==> src/rtl/aq_cp0_rst_inv_ctrl_if.sv <==
`default_nettype none
// +--------------------------------------------------------------------------+
// | aq_cp0_rst_inv_ctrl_if                                                   |
// | Start/done and cache/BHT invalidate handshake bundle.                    |
// | Rev 1.0                                                                  |
// +--------------------------------------------------------------------------+
interface aq_cp0_rst_inv_ctrl_if #(
  parameter int ICACHE_IDX_W = 7,
  parameter int DCACHE_IDX_W = 7,
  parameter int BHT_IDX_W    = 8
);
  logic                    ifu_cp0_rst_inv_req;
  logic                    cp0_ifu_rst_inv_done;
  logic                    cp0_icache_inv_vld;
  logic [ICACHE_IDX_W-1:0] cp0_icache_inv_idx;
  logic                    icache_cp0_inv_gnt;
  logic                    cp0_dcache_inv_vld;
  logic [DCACHE_IDX_W-1:0] cp0_dcache_inv_idx;
  logic                    dcache_cp0_inv_gnt;
  logic                    cp0_bht_inv_vld;
  logic [BHT_IDX_W-1:0]    cp0_bht_inv_idx;
  logic                    bht_cp0_inv_gnt;
  logic                    cp0_rst_inv_busy;
  logic [2:0]              cp0_rst_inv_st;

  modport slave (
    input  ifu_cp0_rst_inv_req, icache_cp0_inv_gnt, dcache_cp0_inv_gnt, bht_cp0_inv_gnt,
    output cp0_ifu_rst_inv_done, cp0_icache_inv_vld, cp0_icache_inv_idx,
           cp0_dcache_inv_vld, cp0_dcache_inv_idx, cp0_bht_inv_vld, cp0_bht_inv_idx,
           cp0_rst_inv_busy, cp0_rst_inv_st
  );

  modport master (
    output ifu_cp0_rst_inv_req, icache_cp0_inv_gnt, dcache_cp0_inv_gnt, bht_cp0_inv_gnt,
    input  cp0_ifu_rst_inv_done, cp0_icache_inv_vld, cp0_icache_inv_idx,
           cp0_dcache_inv_vld, cp0_dcache_inv_idx, cp0_bht_inv_vld, cp0_bht_inv_idx,
           cp0_rst_inv_busy, cp0_rst_inv_st
  );
endinterface
`default_nettype wire

==> src/rtl/aq_cp0_rst_inv_ctrl.sv <==
`default_nettype none
// +--------------------------------------------------------------------------+
// | aq_cp0_rst_inv_ctrl                                                      |
// | Reset-time invalidate walk over I-cache, D-cache and optional BHT.       |
// | Optional BHT walk enabled by macro AQ_CP0_RST_INV_BHT_EN.                |
// | Rev 1.0                                                                  |
// +--------------------------------------------------------------------------+
module aq_cp0_rst_inv_ctrl #(
  parameter int ICACHE_IDX_W = 7,
  parameter int DCACHE_IDX_W = 7,
  parameter int BHT_IDX_W    = 8
) (
  input  wire logic            forever_cpuclk,
  input  wire logic            cpurst,
  aq_cp0_rst_inv_ctrl_if.slave inv_if
);
  localparam int C_ID_W = (ICACHE_IDX_W > DCACHE_IDX_W) ? ICACHE_IDX_W : DCACHE_IDX_W;
  localparam int CNT_W  = (C_ID_W > BHT_IDX_W) ? C_ID_W : BHT_IDX_W;

  localparam logic [CNT_W-1:0] C_IC_LAST = CNT_W'((64'd1 << ICACHE_IDX_W) - 64'd1);
  localparam logic [CNT_W-1:0] C_DC_LAST = CNT_W'((64'd1 << DCACHE_IDX_W) - 64'd1);
`ifdef AQ_CP0_RST_INV_BHT_EN
  localparam logic [CNT_W-1:0] C_BHT_LAST = CNT_W'((64'd1 << BHT_IDX_W) - 64'd1);
`endif

  typedef enum logic [2:0] {
    ST_IDLE   = 3'b000,
    ST_ICACHE = 3'b001,
    ST_DCACHE = 3'b010,
    ST_BHT    = 3'b011,
    ST_DONE   = 3'b100
  } state_t;

  state_t           r_state;
  state_t           w_state_nxt;
  logic [CNT_W-1:0] r_cnt;
  logic             w_ic_vld;
  logic             w_dc_vld;
  logic             w_bht_vld;
  logic             w_xfer;

  // Request strobes decode straight from state so gnt never reaches an output.
  assign w_ic_vld = (r_state == ST_ICACHE);
  assign w_dc_vld = (r_state == ST_DCACHE);
`ifdef AQ_CP0_RST_INV_BHT_EN
  assign w_bht_vld = (r_state == ST_BHT);
`else
  assign w_bht_vld = 1'b0;
`endif

  assign w_xfer = (w_ic_vld  & inv_if.icache_cp0_inv_gnt)
                | (w_dc_vld  & inv_if.dcache_cp0_inv_gnt)
                | (w_bht_vld & inv_if.bht_cp0_inv_gnt);

  always_ff @(posedge forever_cpuclk) begin
    if (cpurst) begin
      r_state <= ST_IDLE;
    end else begin
      r_state <= w_state_nxt;
    end
  end

  always_comb begin
    w_state_nxt = ST_IDLE;
    case (r_state)
      ST_IDLE:   w_state_nxt = inv_if.ifu_cp0_rst_inv_req ? ST_ICACHE : ST_IDLE;
      ST_ICACHE: w_state_nxt = (w_xfer && (r_cnt == C_IC_LAST)) ? ST_DCACHE : ST_ICACHE;
`ifdef AQ_CP0_RST_INV_BHT_EN
      ST_DCACHE: w_state_nxt = (w_xfer && (r_cnt == C_DC_LAST)) ? ST_BHT : ST_DCACHE;
      ST_BHT:    w_state_nxt = (w_xfer && (r_cnt == C_BHT_LAST)) ? ST_DONE : ST_BHT;
`else
      ST_DCACHE: w_state_nxt = (w_xfer && (r_cnt == C_DC_LAST)) ? ST_DONE : ST_DCACHE;
      ST_BHT:    w_state_nxt = ST_IDLE;
`endif
      ST_DONE:   w_state_nxt = inv_if.ifu_cp0_rst_inv_req ? ST_ICACHE : ST_DONE;
      default:   w_state_nxt = ST_IDLE;
    endcase
  end

  // Clearing on any state change makes the next memory start at index 0 with no bubble.
  always_ff @(posedge forever_cpuclk) begin
    if (cpurst) begin
      r_cnt <= '0;
    end else if (w_state_nxt != r_state) begin
      r_cnt <= '0;
    end else if (w_xfer) begin
      r_cnt <= r_cnt + CNT_W'(1);
    end
  end

  assign inv_if.cp0_icache_inv_vld   = w_ic_vld;
  assign inv_if.cp0_icache_inv_idx   = r_cnt[ICACHE_IDX_W-1:0];
  assign inv_if.cp0_dcache_inv_vld   = w_dc_vld;
  assign inv_if.cp0_dcache_inv_idx   = r_cnt[DCACHE_IDX_W-1:0];
  assign inv_if.cp0_bht_inv_vld      = w_bht_vld;
`ifdef AQ_CP0_RST_INV_BHT_EN
  assign inv_if.cp0_bht_inv_idx      = r_cnt[BHT_IDX_W-1:0];
`else
  assign inv_if.cp0_bht_inv_idx      = '0;
`endif
  assign inv_if.cp0_ifu_rst_inv_done = (r_state == ST_DONE);
  assign inv_if.cp0_rst_inv_busy     = (r_state == ST_ICACHE) || (r_state == ST_DCACHE)
                                     || (r_state == ST_BHT);
  assign inv_if.cp0_rst_inv_st       = r_state;
endmodule
`default_nettype wire
==> src/flat_wrapper.sv <==
// flat-port wrapper written by rule: the top's interface ports become plain ports
module aq_cp0_rst_inv_ctrl_flat 
#(
  parameter int ICACHE_IDX_W = 7,
  parameter int DCACHE_IDX_W = 7,
  parameter int BHT_IDX_W    = 8
)
  (forever_cpuclk, cpurst, inv_if_ifu_cp0_rst_inv_req, inv_if_icache_cp0_inv_gnt, inv_if_dcache_cp0_inv_gnt, inv_if_bht_cp0_inv_gnt, inv_if_cp0_ifu_rst_inv_done, inv_if_cp0_icache_inv_vld, inv_if_cp0_icache_inv_idx, inv_if_cp0_dcache_inv_vld, inv_if_cp0_dcache_inv_idx, inv_if_cp0_bht_inv_vld, inv_if_cp0_bht_inv_idx, inv_if_cp0_rst_inv_busy, inv_if_cp0_rst_inv_st);
  aq_cp0_rst_inv_ctrl_if #(.ICACHE_IDX_W(ICACHE_IDX_W), .DCACHE_IDX_W(DCACHE_IDX_W), .BHT_IDX_W(BHT_IDX_W)) inv_if_i ();
  input  wire logic forever_cpuclk;
  input  wire logic cpurst;
  input wire logic [$bits(inv_if_i.ifu_cp0_rst_inv_req)-1:0] inv_if_ifu_cp0_rst_inv_req;
  input wire logic [$bits(inv_if_i.icache_cp0_inv_gnt)-1:0] inv_if_icache_cp0_inv_gnt;
  input wire logic [$bits(inv_if_i.dcache_cp0_inv_gnt)-1:0] inv_if_dcache_cp0_inv_gnt;
  input wire logic [$bits(inv_if_i.bht_cp0_inv_gnt)-1:0] inv_if_bht_cp0_inv_gnt;
  output wire logic [$bits(inv_if_i.cp0_ifu_rst_inv_done)-1:0] inv_if_cp0_ifu_rst_inv_done;
  output wire logic [$bits(inv_if_i.cp0_icache_inv_vld)-1:0] inv_if_cp0_icache_inv_vld;
  output wire logic [$bits(inv_if_i.cp0_icache_inv_idx)-1:0] inv_if_cp0_icache_inv_idx;
  output wire logic [$bits(inv_if_i.cp0_dcache_inv_vld)-1:0] inv_if_cp0_dcache_inv_vld;
  output wire logic [$bits(inv_if_i.cp0_dcache_inv_idx)-1:0] inv_if_cp0_dcache_inv_idx;
  output wire logic [$bits(inv_if_i.cp0_bht_inv_vld)-1:0] inv_if_cp0_bht_inv_vld;
  output wire logic [$bits(inv_if_i.cp0_bht_inv_idx)-1:0] inv_if_cp0_bht_inv_idx;
  output wire logic [$bits(inv_if_i.cp0_rst_inv_busy)-1:0] inv_if_cp0_rst_inv_busy;
  output wire logic [$bits(inv_if_i.cp0_rst_inv_st)-1:0] inv_if_cp0_rst_inv_st;
  assign inv_if_i.ifu_cp0_rst_inv_req = inv_if_ifu_cp0_rst_inv_req;
  assign inv_if_i.icache_cp0_inv_gnt = inv_if_icache_cp0_inv_gnt;
  assign inv_if_i.dcache_cp0_inv_gnt = inv_if_dcache_cp0_inv_gnt;
  assign inv_if_i.bht_cp0_inv_gnt = inv_if_bht_cp0_inv_gnt;
  assign inv_if_cp0_ifu_rst_inv_done = inv_if_i.cp0_ifu_rst_inv_done;
  assign inv_if_cp0_icache_inv_vld = inv_if_i.cp0_icache_inv_vld;
  assign inv_if_cp0_icache_inv_idx = inv_if_i.cp0_icache_inv_idx;
  assign inv_if_cp0_dcache_inv_vld = inv_if_i.cp0_dcache_inv_vld;
  assign inv_if_cp0_dcache_inv_idx = inv_if_i.cp0_dcache_inv_idx;
  assign inv_if_cp0_bht_inv_vld = inv_if_i.cp0_bht_inv_vld;
  assign inv_if_cp0_bht_inv_idx = inv_if_i.cp0_bht_inv_idx;
  assign inv_if_cp0_rst_inv_busy = inv_if_i.cp0_rst_inv_busy;
  assign inv_if_cp0_rst_inv_st = inv_if_i.cp0_rst_inv_st;
  aq_cp0_rst_inv_ctrl #(.ICACHE_IDX_W(ICACHE_IDX_W), .DCACHE_IDX_W(DCACHE_IDX_W), .BHT_IDX_W(BHT_IDX_W)) u_core (.forever_cpuclk(forever_cpuclk), .cpurst(cpurst), .inv_if(inv_if_i));
endmodule
==> config.mk <==
export PLATFORM = sky130hd
export DESIGN_NAME = aq_cp0_rst_inv_ctrl_flat
export DESIGN_NICKNAME = d
export VERILOG_FILES = /design/src/rtl/aq_cp0_rst_inv_ctrl_if.sv /design/src/rtl/aq_cp0_rst_inv_ctrl.sv /design/src/flat_wrapper.sv
export SDC_FILE = /design/constraint.sdc
export NUM_CORES = 1
export LEC_CHECK = 0
export CAP_MARGIN = 20
export CORE_MARGIN = 10
export CORE_UTILIZATION = 45
export CTS_CLUSTER_DIAMETER = 40
export CTS_CLUSTER_SIZE = 28
export DETAILED_ROUTE_END_ITERATION = 12
export GPL_TIMING_DRIVEN = 0
export MAX_ROUTING_LAYER = met4
export PLACE_DENSITY = 0.83
export SYNTH_ARGS = -nofsm -noshare
export SYNTH_HDL_FRONTEND = slang
export SYNTH_SLANG_ARGS = --single-unit
==> constraint.sdc <==
create_clock -name forever_cpuclk -period 4.05 [get_ports forever_cpuclk]
set_input_delay 0.405 -clock forever_cpuclk [delete_from_list [all_inputs] [get_ports forever_cpuclk]]
set_output_delay 0.405 -clock forever_cpuclk [all_outputs]
set_load 0.03 [all_outputs]
# Word level (Yosys, flattened, before mapping)
# Index checks and enable logic that the tools add are counted.
[word_totals]
in_bits = 6
elab_cells = 22
output_inout_bits = 30
register_bits = 11
[classes]
add_sub_neg = 1
reduce_logical = 5
bitwise_logic = 3
n_eq_ne = 6
n_mux = 5
[op_table]
columns = ["cell", "count"]
rows = [
  ["3-bit one-hot mux with 4 select lines", 1],
  ["8-bit by 1-bit adder with 8-bit output, second input constant", 1],
  ["8-bit by 7-bit equality test with 1-bit output, second input constant", 1],
  ["3-bit by 2-bit equality test with 1-bit output, second input constant", 2],
  ["3-bit two-way mux", 2],
  ["3-bit by 1-bit equality test with 1-bit output, second input constant", 1],
  ["3-bit equality test, second input constant", 1],
  ["3-bit logical NOT", 1],
  ["3-bit != test", 1],
  ["1-bit bitwise AND", 2],
  ["1-bit logical OR", 2],
  ["2-bit two-way mux", 1],
  ["2-bit OR reduction", 1],
  ["1-bit logical AND", 1],
  ["1-bit two-way mux", 1],
  ["1-bit OR", 1],
]

# Longest topological paths before layout
# Gate-level depths: netlist of run 1.
[logic_depth]
word_depth = 8
ltp_mapped = 5
ltp_nobuf = 5

# Worst setup path before layout of run 1
# Ideal clock, no wire load.
[synth_path]
kind = "register -> register"
start = "register u_core.r_state[0] (netlist: u_core.inv_if.cp0_rst_inv_st[0])"
end = "register u_core.r_state[0] (netlist: u_core.inv_if.cp0_rst_inv_st[0])"
arrival_time_ps = 1862
setup_slack_ps = 2129
n_path_buf = 1
setup_ps = 59
t_required_ps = 3991
stages_incl_launch_ff = 6
cell_sequence = "dfxtp_1 > buf_6 > nor3b_1 > nand2b_1 > a21oi_1 > a31o_1"
[synth_via]
elab_chain_len = 6
[synth_lines]
columns = ["item", "line_no", "source"]
rows = [
  ["start: declaration", "aq_cp0_rst_inv_ctrl.sv:34", "state_t r_state;"],
  ["start signal: assignment", "aq_cp0_rst_inv_ctrl.sv:59", "r_state <= w_state_nxt;"],
  ["3-bit by 1-bit equality test with 1-bit output (*)", "aq_cp0_rst_inv_ctrl.sv:43", "assign w_ic_vld = (r_state == ST_ICACHE);"],
  ["named net inv_if_cp0_icache_inv_vld", "flat_wrapper.sv:17", "output wire logic [$bits(inv_if_i.cp0_icache_inv_vld)-1:0] inv_if_cp0_icache_inv_vld;"],
  ["1-bit bitwise AND", "aq_cp0_rst_inv_ctrl.sv:51", "assign w_xfer = (w_ic_vld & inv_if.icache_cp0_inv_gnt)"],
  ["1-bit OR", "aq_cp0_rst_inv_ctrl.sv:52", "| (w_dc_vld & inv_if.dcache_cp0_inv_gnt)"],
  ["1-bit logical AND", "aq_cp0_rst_inv_ctrl.sv:67", "ST_ICACHE: w_state_nxt = (w_xfer && (r_cnt == C_IC_LAST)) ? ST_DCACHE : ST_ICACHE;"],
  ["2-bit two-way mux", "aq_cp0_rst_inv_ctrl.sv:67", ""],
  ["3-bit one-hot mux with 4 select lines (*)", "aq_cp0_rst_inv_ctrl.sv:65", "case (r_state)"],
]
# The timed path passes the listed nets; every way through them passes the cells marked *.
# A chain may end at the register's enable or synchronous reset.

# Worst setup path after layout of run 1
[layout_path]
start = "register u_core.r_state[0] (netlist: u_core.inv_if.cp0_rst_inv_st[0])"
end = "output inv_if_cp0_icache_inv_vld"
[layout_via]
elab_chain_len = 1
[layout_lines]
columns = ["item", "line_no"]
rows = [
  ["3-bit by 1-bit equality test with 1-bit output", "aq_cp0_rst_inv_ctrl.sv:43"],
  ["end: declaration", "flat_wrapper.sv:17"],
]
# Every way passes these cells.

==> flow_summary.toml, run 1 <==
[run_status]
status = "finished, final reports clean"

[setup_path]
path_class = "flip-flop to output pin"
ff2ff_setup_slack_ps = 2410
timing.rr.end = "u_core.r_cnt[6]"
start_kind = "flip-flop"
arrival_ps = 1720
r2r-start = "u_core.r_cnt[0]"
required_ps = 3640
cp_max_fo = 8
rr_worst_depth = 5
worstSetupEndpointType = "output pin"

[hold_path]
hold_depth = 2
hp-class = "flip-flop to flip-flop"
hold_start = "u_core.r_cnt[0]"
whs_endpoint = "u_core.r_cnt[0]"

[pwr]
p_comb_share_pct = 26.1
clockPowerShare_pct = 30.2
ir_drop_v = 0.0001919
seqPwrFrac_pct = 43.7
power_density_nw_per_um2 = 209.4
p_leak_nw = 0.5495
p_switching_uw = 78.24
p_int_uw = 176.7
p_total_uw = 254.9
swShare_pct = 30.69

[placement]
io_buffers = 25
dp_cells = 158
gp_congestion = 0.7695
dp_hpwl_mm = 1.645
pre_cts_slack_ps = 2141

[floorplanning]
die_y_um = 64.21
initial_core_util_pct = 49.33
dieArea_um2 = 4123
fp-row-count = 15
die_x_um = 64.21
io_pins = 36
core_area_um2 = 1783

[clock_network]
numCtsBuffers = 3
cts.sinks = 11
cts_root_buffer = "clkbuf_4"
cts_resized = 0
post-cts-setup-buffers = 0
clk_pin_slew_ps = 70
h-tree-depth = 1
hold_buffers = 0
insertion_delay_ps = 270
clockBufferDepth = 2
cts_tree = "yes"

[synth]
syn_area_um2 = 879.6
ys_seq_elements = 11
synth.yosys.warnings = 0
syn_avg_cell_area_um2 = 8.796
ys_types = 34
ys_seq_area_share_pct = 25.04
synthCells = 100

[routing]
first_pass_iters = 4
routedWlPerCell_um = 12.23
drc_errors = 0
vias = 756
ant_nets = 0
via_per_inst = 4.667
dr.first_iter.drc_count = 25
totalWireLength_mm = 1.982

[sta]
fin_worst_skew_ps = 1.233
finalSetupViolations = 0
max_freq_mhz = 471.1
fin_crit_ps = 2123
slew_violations = 0
hold_violations = 0
setup_tns_ps = 0
finalWorstSetupSlack_ps = 1927
hold_slack_ps = 570.3
finalCritPeriodShare_pct = 52.41
rsz0062_at_grt = "no"

[final_layout]
syn2layout_area_growth_pct = 38.41
layout.nets = 145
num_antenna_cells = 0
finalNonFillerCells = 162
drive_gt1_share_pct = 27.74
final_cell_mix = "clkdlybuf4s50_1, buf_4, nor2_1, dfxtp_1, conb_1"
layout_commonest_cell = "clkdlybuf4s50_1"

[grt]
grt_pass1_wl_mm = 3.346
gr-usage-all-layers_pct = 10.30
grt_pass1_vias = 709
grt_max_degree = 11
antenna_found_initial = 0
grt_overflow = 0

[run]
drv_cap = 0
[registers in the layout (all words and copies together), names as in the netlist]
signal and flops:
u_core.inv_if.cp0_rst_inv_st 3, u_core.r_cnt 8
[area by class of cell]
type | count | area [um2]
fillers | 168 | 565.5
multi-input cells | 66 | 478.0
repair buffers | 25 | 250.2
flip-flops and latches | 11 | 220.2
plain buffers | 25 | 188.9
well taps | 25 | 31.28
clock buffers | 4 | 26.28
inverters | 6 | 22.52
[logic make-up after synthesis]
family / share of synthesized area [%]
simple gates: 24.61
buf+inv: 24.04
compound gates: 18.07
flops: 25.04
xor+xnor: 2.988
mux: 3.414
fa+ha+maj: 1.422
other cells: 0.4263
[cell usage after synthesis]
master	n	area share, %
nand3b_4	3	6.8
o311ai_0	1	1.0
a21boi_1	1	0.85
a211oi_1	1	0.85
nand4_1	2	1.4
o211ai_1	1	0.85
buf_2	1	0.57
nand2b_1	3	2.1
o31a_1	1	1.0
xnor2_1	3	3.0
a21boi_4	1	2.1
a2111oi_2	2	3.4
nor2_1	11	4.7
nand3_1	2	1.1
a21oi_2	1	1.0
buf_6	1	1.3
and2_1	1	0.71
nor3_1	1	0.57
dfxtp_1	11	25
a31o_1	1	1.0
or4b_4	1	1.6
nor3b_2	1	1.4
o31ai_2	1	1.4
o21ai_1	1	0.57
nor3b_1	2	1.7
or3_1	1	0.71
nand2_1	4	1.7
a21bo_1	1	1.1
ha_1	1	1.4
a21oi_1	5	2.8
inv_1	6	2.6
buf_4	23	20
conb_1	1	0.43
mux2i_1	3	3.4
[metal layers]
metal	global-route usage, %	vias up	share of wire [%]
met3	4.007	2	7.7
met1	10.05	340	38
li1	-	389	-
met2	17.29	25	52
met5	-	-	0
met4	5.615	0	1.4
[power groups by stage]
stage	sequential, mW	clock, mW	combinational (mW)
after floorplan	0.116	0	0.0464
after global placement	0.114	0	0.0654
after detailed placement	0.114	0	0.0662
after CTS	0.112	0.0802	0.0663
after global routing	0.112	0.0875	0.0706
final	0.111	0.0769	0.0666
[through the flow]
step / cell area [um2] / utilization [%]
2_1_floorplan: 909.6 / -
3_3_place_gp: 1191 / 66.81
3_5_place_dp: 1191 / 66.81
4_1_cts: 1217 / 68.28
5_1_grt: 1217 / 68.28
6_report: 1217 / 68.28
[worst max-delay path, stage by stage (launching register included)]
cell,delay [ps]
dfxtp_1,340
buf_6,140
nor3b_1,240
clkdlybuf4s50_1,720
[how the worst max path moves through the flow]
stage	start	to	slack [ps]	depth (start not counted)
floorplan	u_core.inv_if.cp0_rst_inv_st[0]	u_core.inv_if.cp0_rst_inv_st[0]	2130	5
global placement	cpurst	u_core.r_cnt[3]	2170	5
detailed placement	cpurst	u_core.r_cnt[3]	2140	5
CTS	u_core.inv_if.cp0_rst_inv_st[0]	inv_if_cp0_icache_inv_vld	1900	3
global route	u_core.inv_if.cp0_rst_inv_st[0]	inv_if_cp0_icache_inv_vld	1830	3
finish	u_core.inv_if.cp0_rst_inv_st[0]	inv_if_cp0_icache_inv_vld	1930	3
(Power assumes the default switching activity.)
==> run 2, diff against run 1 <==
- CORE_UTILIZATION: 45 -> 38
- PLACE_DENSITY: 0.83 -> 0.75
- clock period: 4.05 -> 1.9 ns (I/O delays scaled with it)
==> flow_summary.toml, run 2 (synthesis gave the netlist of run 1 again) <==
[floorplanning]
die_y_um = 68.11
io_pins = 36
die_x_um = 68.11
dieArea_um2 = 4639
initial_core_util_pct = 39.76
core_area_um2 = 2212
fp-row-count = 17

[grt]
use_met3_pct = 3.100
antenna_found_initial = 0
grt_overflow = 0
grtUsageMet2_pct = 13.49
top_usage_layer = "met2"
grt_pass1_vias = 672
gr-usage-all-layers_pct = 8.147
grt_max_degree = 11
grt_pass1_wl_mm = 2.911
gr-usage-met1_pct = 8.930

[run]
drv_cap = 0

[sta]
finalCritPeriodShare_pct = 93.28
hold_violations = 0
rsz0062_at_grt = "no"
hold_slack_ps = 588.1
slew_violations = 0
fin_crit_ps = 1772
max_freq_mhz = 564.2
fin_worst_skew_ps = 1.720
setup_tns_ps = 0
finalSetupViolations = 0

[final_layout]
regMostFlops = "u_core.r_cnt"
layout.nets = 145
final_cell_mix = "buf_4, clkdlybuf4s50_1, nor2_1"
largest_reg_flops = 8
finalNonFillerCells = 165
syn2layout_area_growth_pct = 39.97
layout_commonest_cell = "buf_4"
num_antenna_cells = 0
drive_gt1_share_pct = 29.20

[clock_network]
cts.sinks = 11
cts_tree = "yes"
post-cts-setup-buffers = 0
clockBufferDepth = 2
insertion_delay_ps = 270
h-tree-depth = 1
cts_root_buffer = "clkbuf_4"
numCtsBuffers = 3
clk_pin_slew_ps = 70

[routing]
ant_nets = 0
dr.first_iter.drc_count = 10
vias = 735
first_pass_iters = 4
via_per_inst = 4.455
totalWireLength_mm = 1.821
drc_errors = 0
routedWlPerCell_um = 11.04

[setup_path]
path_class = "flip-flop to output pin"
start_kind = "flip-flop"
arrival_ps = 1580
cp_max_fo = 8
rr_worst_depth = 5
worstSetupEndpointType = "output pin"
required_ps = 1710

[placement]
dp_cells = 161
gp_congestion = 0.8547
io_buffers = 25
dp_hpwl_mm = 1.497

[pwr]
ir_drop_v = 0.0004498
power_density_nw_per_um2 = 438.2
p_leak_nw = 0.5908

[hold_path]
hold_depth = 2
hp-class = "flip-flop to flip-flop"

[run_status]
status = "finished, final reports clean"
==> run 2: changes by cell type in the layout (fill, tap and decap cells not counted), sizes merged <==
cell           change
clkdlybuf4s50      -3
dlymetal6s2s       +2
dlygate4sd2        +1
==> run 2: stage by stage <==
| step | util (%) | worst slack (ps) | instance area (um2) | total power [mW] |
|---|---|---|---|---|
| finish | 55.66 | 127.7 | 1231 | 0.5395 |
| global route | 55.66 | 50.87 | 1231 | 0.5665 |
| CTS | 55.37 | 19.42 | 1225 | 0.5452 |
| detailed placement | 54.24 | 225.2 | 1200 | 0.3845 |
| global placement | 54.24 | 238.4 | 1200 | 0.3828 |
| floorplan | - | 262.9 | 914.6 | 0.3475 |
==> run 2: what timing repair did <==
action                     4_1_cts  5_1_grt
resized for setup                1        3
hold buffers                     0        0
setup endpoints to repair        1        3
==> run 2: worst max-delay path: stages, from the launching register on <==
cell,delay [ps]
dfxtp_1,350
buf_6,140
nor2_1,50
nor2_1,90
clkdlybuf4s50_1,680
==> run 2: worst paths after layout <==
path / slack, ps / endpoint / from
worst max-delay path: 130 / inv_if_cp0_rst_inv_busy / u_core.inv_if.cp0_rst_inv_st[0]
worst min-delay path: 590 / u_core.r_cnt[0] / u_core.r_cnt[0]
worst max register to register: 240 / u_core.r_cnt[6] / u_core.r_cnt[0]
worst min register to register: 590 / u_core.r_cnt[0] / u_core.r_cnt[0]
==> run 2: metal layers <==
| layer | up-vias | routed length, um |
|---|---|---|
| met5 | - | 0 |
| met4 | 0 | 17 |
| met3 | 2 | 156 |
| met2 | 22 | 864 |
| met1 | 329 | 782 |
| li1 | 382 | - |
==> run 2: power by group <==
part | total, mW | internal (mW) | leakage (nW) | switching (mW)
Combinational | 0.141 | 0.0614 | 0.486 | 0.0797
Sequential | 0.238 | 0.234 | 0.0895 | 0.00411
Clock | 0.160 | 0.0812 | 0.0150 | 0.0789
Total | 0.540 | 0.377 | 0.591 | 0.163
==> run 2: area by class of cell <==
class                      count  area, um2
fill                         206      980.9
multi-input combinational     66      483.0
timing repair buffer          25      254.0
sequential                    11      221.5
buffer                        25      188.9
tap                           28      35.03
clock buffer                   4      26.28
inverter                       6      22.52
==> run 3, diff against run 2 <==
- CORE_UTILIZATION: 38 -> 40
- CTS_BUF_LIST: default -> sky130_fd_sc_hd__clkbuf_4 sky130_fd_sc_hd__clkbuf_8
- PLACE_DENSITY: 0.75 -> 0.78
==> flow_summary.toml, run 3 (synthesis gave the netlist of run 1 again) <==
[final_layout]
regMostFlops = "u_core.r_cnt"
drive_gt1_share_pct = 29.93
postLayoutCoreUtil_pct = 61.01
finalNonFillerCells = 164
num_antenna_cells = 0
syn2layout_area_growth_pct = 40.26
layout.nets = 145
final_cell_mix = "buf_4, clkdlybuf4s50_1, nor2_1"
largest_reg_flops = 8
layout_commonest_cell = "buf_4"

[grt]
grt_pass1_vias = 681
antenna_found_initial = 0
grt_overflow = 0
grt_pass1_wl_mm = 3.070
grt_max_degree = 11
gr-usage-all-layers_pct = 9.016

[placement]
dp_cells = 160
gp_congestion = 0.8315
io_buffers = 25
pre_cts_slack_ps = 204.6
dp_hpwl_mm = 1.632

[setup_path]
crit_path_start = "u_core.inv_if.cp0_rst_inv_st[0]"
cp_slowest_stage_delay_ps = 690
start_kind = "flip-flop"
cp_num_buf_inv = 2
worstSetupEndpointType = "output pin"
crit_cells = 4
ff2ff_setup_slack_ps = 210
cp_cell_sequence = "buf_6 -> nor2_1 -> nor2_1 -> clkdlybuf4s50_1"
timing.rr.end = "u_core.r_cnt[6]"
cp_max_fo = 8
crit_end = "inv_if_cp0_rst_inv_busy"
required_ps = 1710
crit_slowest_cell = "clkdlybuf4s50_1"
rr_worst_depth = 5
critPathTopFamily = "buffers and inverters"
path_class = "flip-flop to output pin"
arrival_ps = 1590
r2r-start = "u_core.r_cnt[0]"
crit_top_cell = "nor2_1"

[run]
drv_cap = 0

[floorplanning]
io_pins = 36
die_y_um = 66.90
dieArea_um2 = 4475
initial_core_util_pct = 43.50
core_area_um2 = 2022
die_x_um = 66.90
fp-row-count = 16

[routing]
drc_errors = 0
vias = 731
ant_nets = 0
routedWlPerCell_um = 11.88
first_pass_iters = 4
dr.first_iter.drc_count = 7
totalWireLength_mm = 1.949
via_per_inst = 4.457

[clock_network]
clk_pin_slew_ps = 70
cts_tree = "yes"
clockBufferDepth = 2
h-tree-depth = 1
cts_root_buffer = "clkbuf_4"
insertion_delay_ps = 270
hold_buffers = 0
numCtsBuffers = 3
cts_resized = 1
post-cts-setup-buffers = 0
cts.sinks = 11

[sta]
fin_crit_ps = 1783
hold_slack_ps = 578.2
slew_violations = 0
finalCritPeriodShare_pct = 93.84
hold_violations = 0
setup_tns_ps = 0
rsz0062_at_grt = "no"
fin_worst_skew_ps = 2.307
finalSetupViolations = 0
finalWorstSetupSlack_ps = 117.0
max_freq_mhz = 560.9

[hold_path]
hold_depth = 2
hp-class = "flip-flop to flip-flop"
hold_start = "u_core.r_cnt[0]"

[pwr]
power_density_nw_per_um2 = 450.2
p_leak_nw = 0.5942
ir_drop_v = 0.0003573

[run_status]
status = "finished, final reports clean"
==> run 3: cell counts in the layout (fill, tap and decap cells not counted) <==
Identical to the previous run, type by type.
==> run 3: power by group <==
| part | switching (mW) | internal, mW | total (mW) | leakage (nW) |
|---|---|---|---|---|
| combinational | 0.0805 | 0.0614 | 0.142 | 0.486 |
| clock | 0.0795 | 0.0957 | 0.175 | 0.0184 |
| sequential | 0.00414 | 0.234 | 0.238 | 0.0895 |
| total | 0.164 | 0.391 | 0.555 | 0.594 |
==> run 3: worst min-delay path by stage <==
stage | end | slack (ps)
floorplan | u_core.inv_if.cp0_rst_inv_st[0] | 330
global placement | u_core.r_cnt[0] | 540
detailed placement | u_core.r_cnt[6] | 560
CTS | u_core.r_cnt[0] | 580
global route | u_core.inv_if.cp0_rst_inv_st[0] | 610
finish | u_core.r_cnt[0] | 580
==> run 3: layout make-up <==
| class | instances | area [um2] |
|---|---|---|
| buffer | 25 | 188.9 |
| clock buffer | 4 | 30.03 |
| fill | 185 | 788.3 |
| inverter | 6 | 22.52 |
| multi-input combinational | 66 | 483.0 |
| sequential | 11 | 221.5 |
| tap | 27 | 33.78 |
| timing repair buffer | 25 | 254.0 |
==> run 3: through the flow <==
stage	power [mW]	cell area, um2
after floorplan	0.3475	914.6
after global placement	0.3831	1199
after detailed placement	0.3852	1199
after CTS	0.5596	1227
after global routing	0.5809	1234
final	0.5554	1234
==> run 3: layer usage <==
layer | GRT usage (%) | up-vias | wire [um]
met4 | 4.103 | 0 | 28
li1 | - | 389 | -
met5 | - | - | 0
met2 | 15.88 | 19 | 1025
met1 | 8.566 | 321 | 772
met3 | 3.344 | 2 | 123
==> run 3: worst reg2reg max path: cells and delay by family, from the launching register on <==
kind,cells,cell delay [ps]
DFF,1,450
AOI/OAI and AO/OA,1,450
xor gates and xnor gates,1,170
adders and majority gates,1,270
and+or+nand+nor,2,240
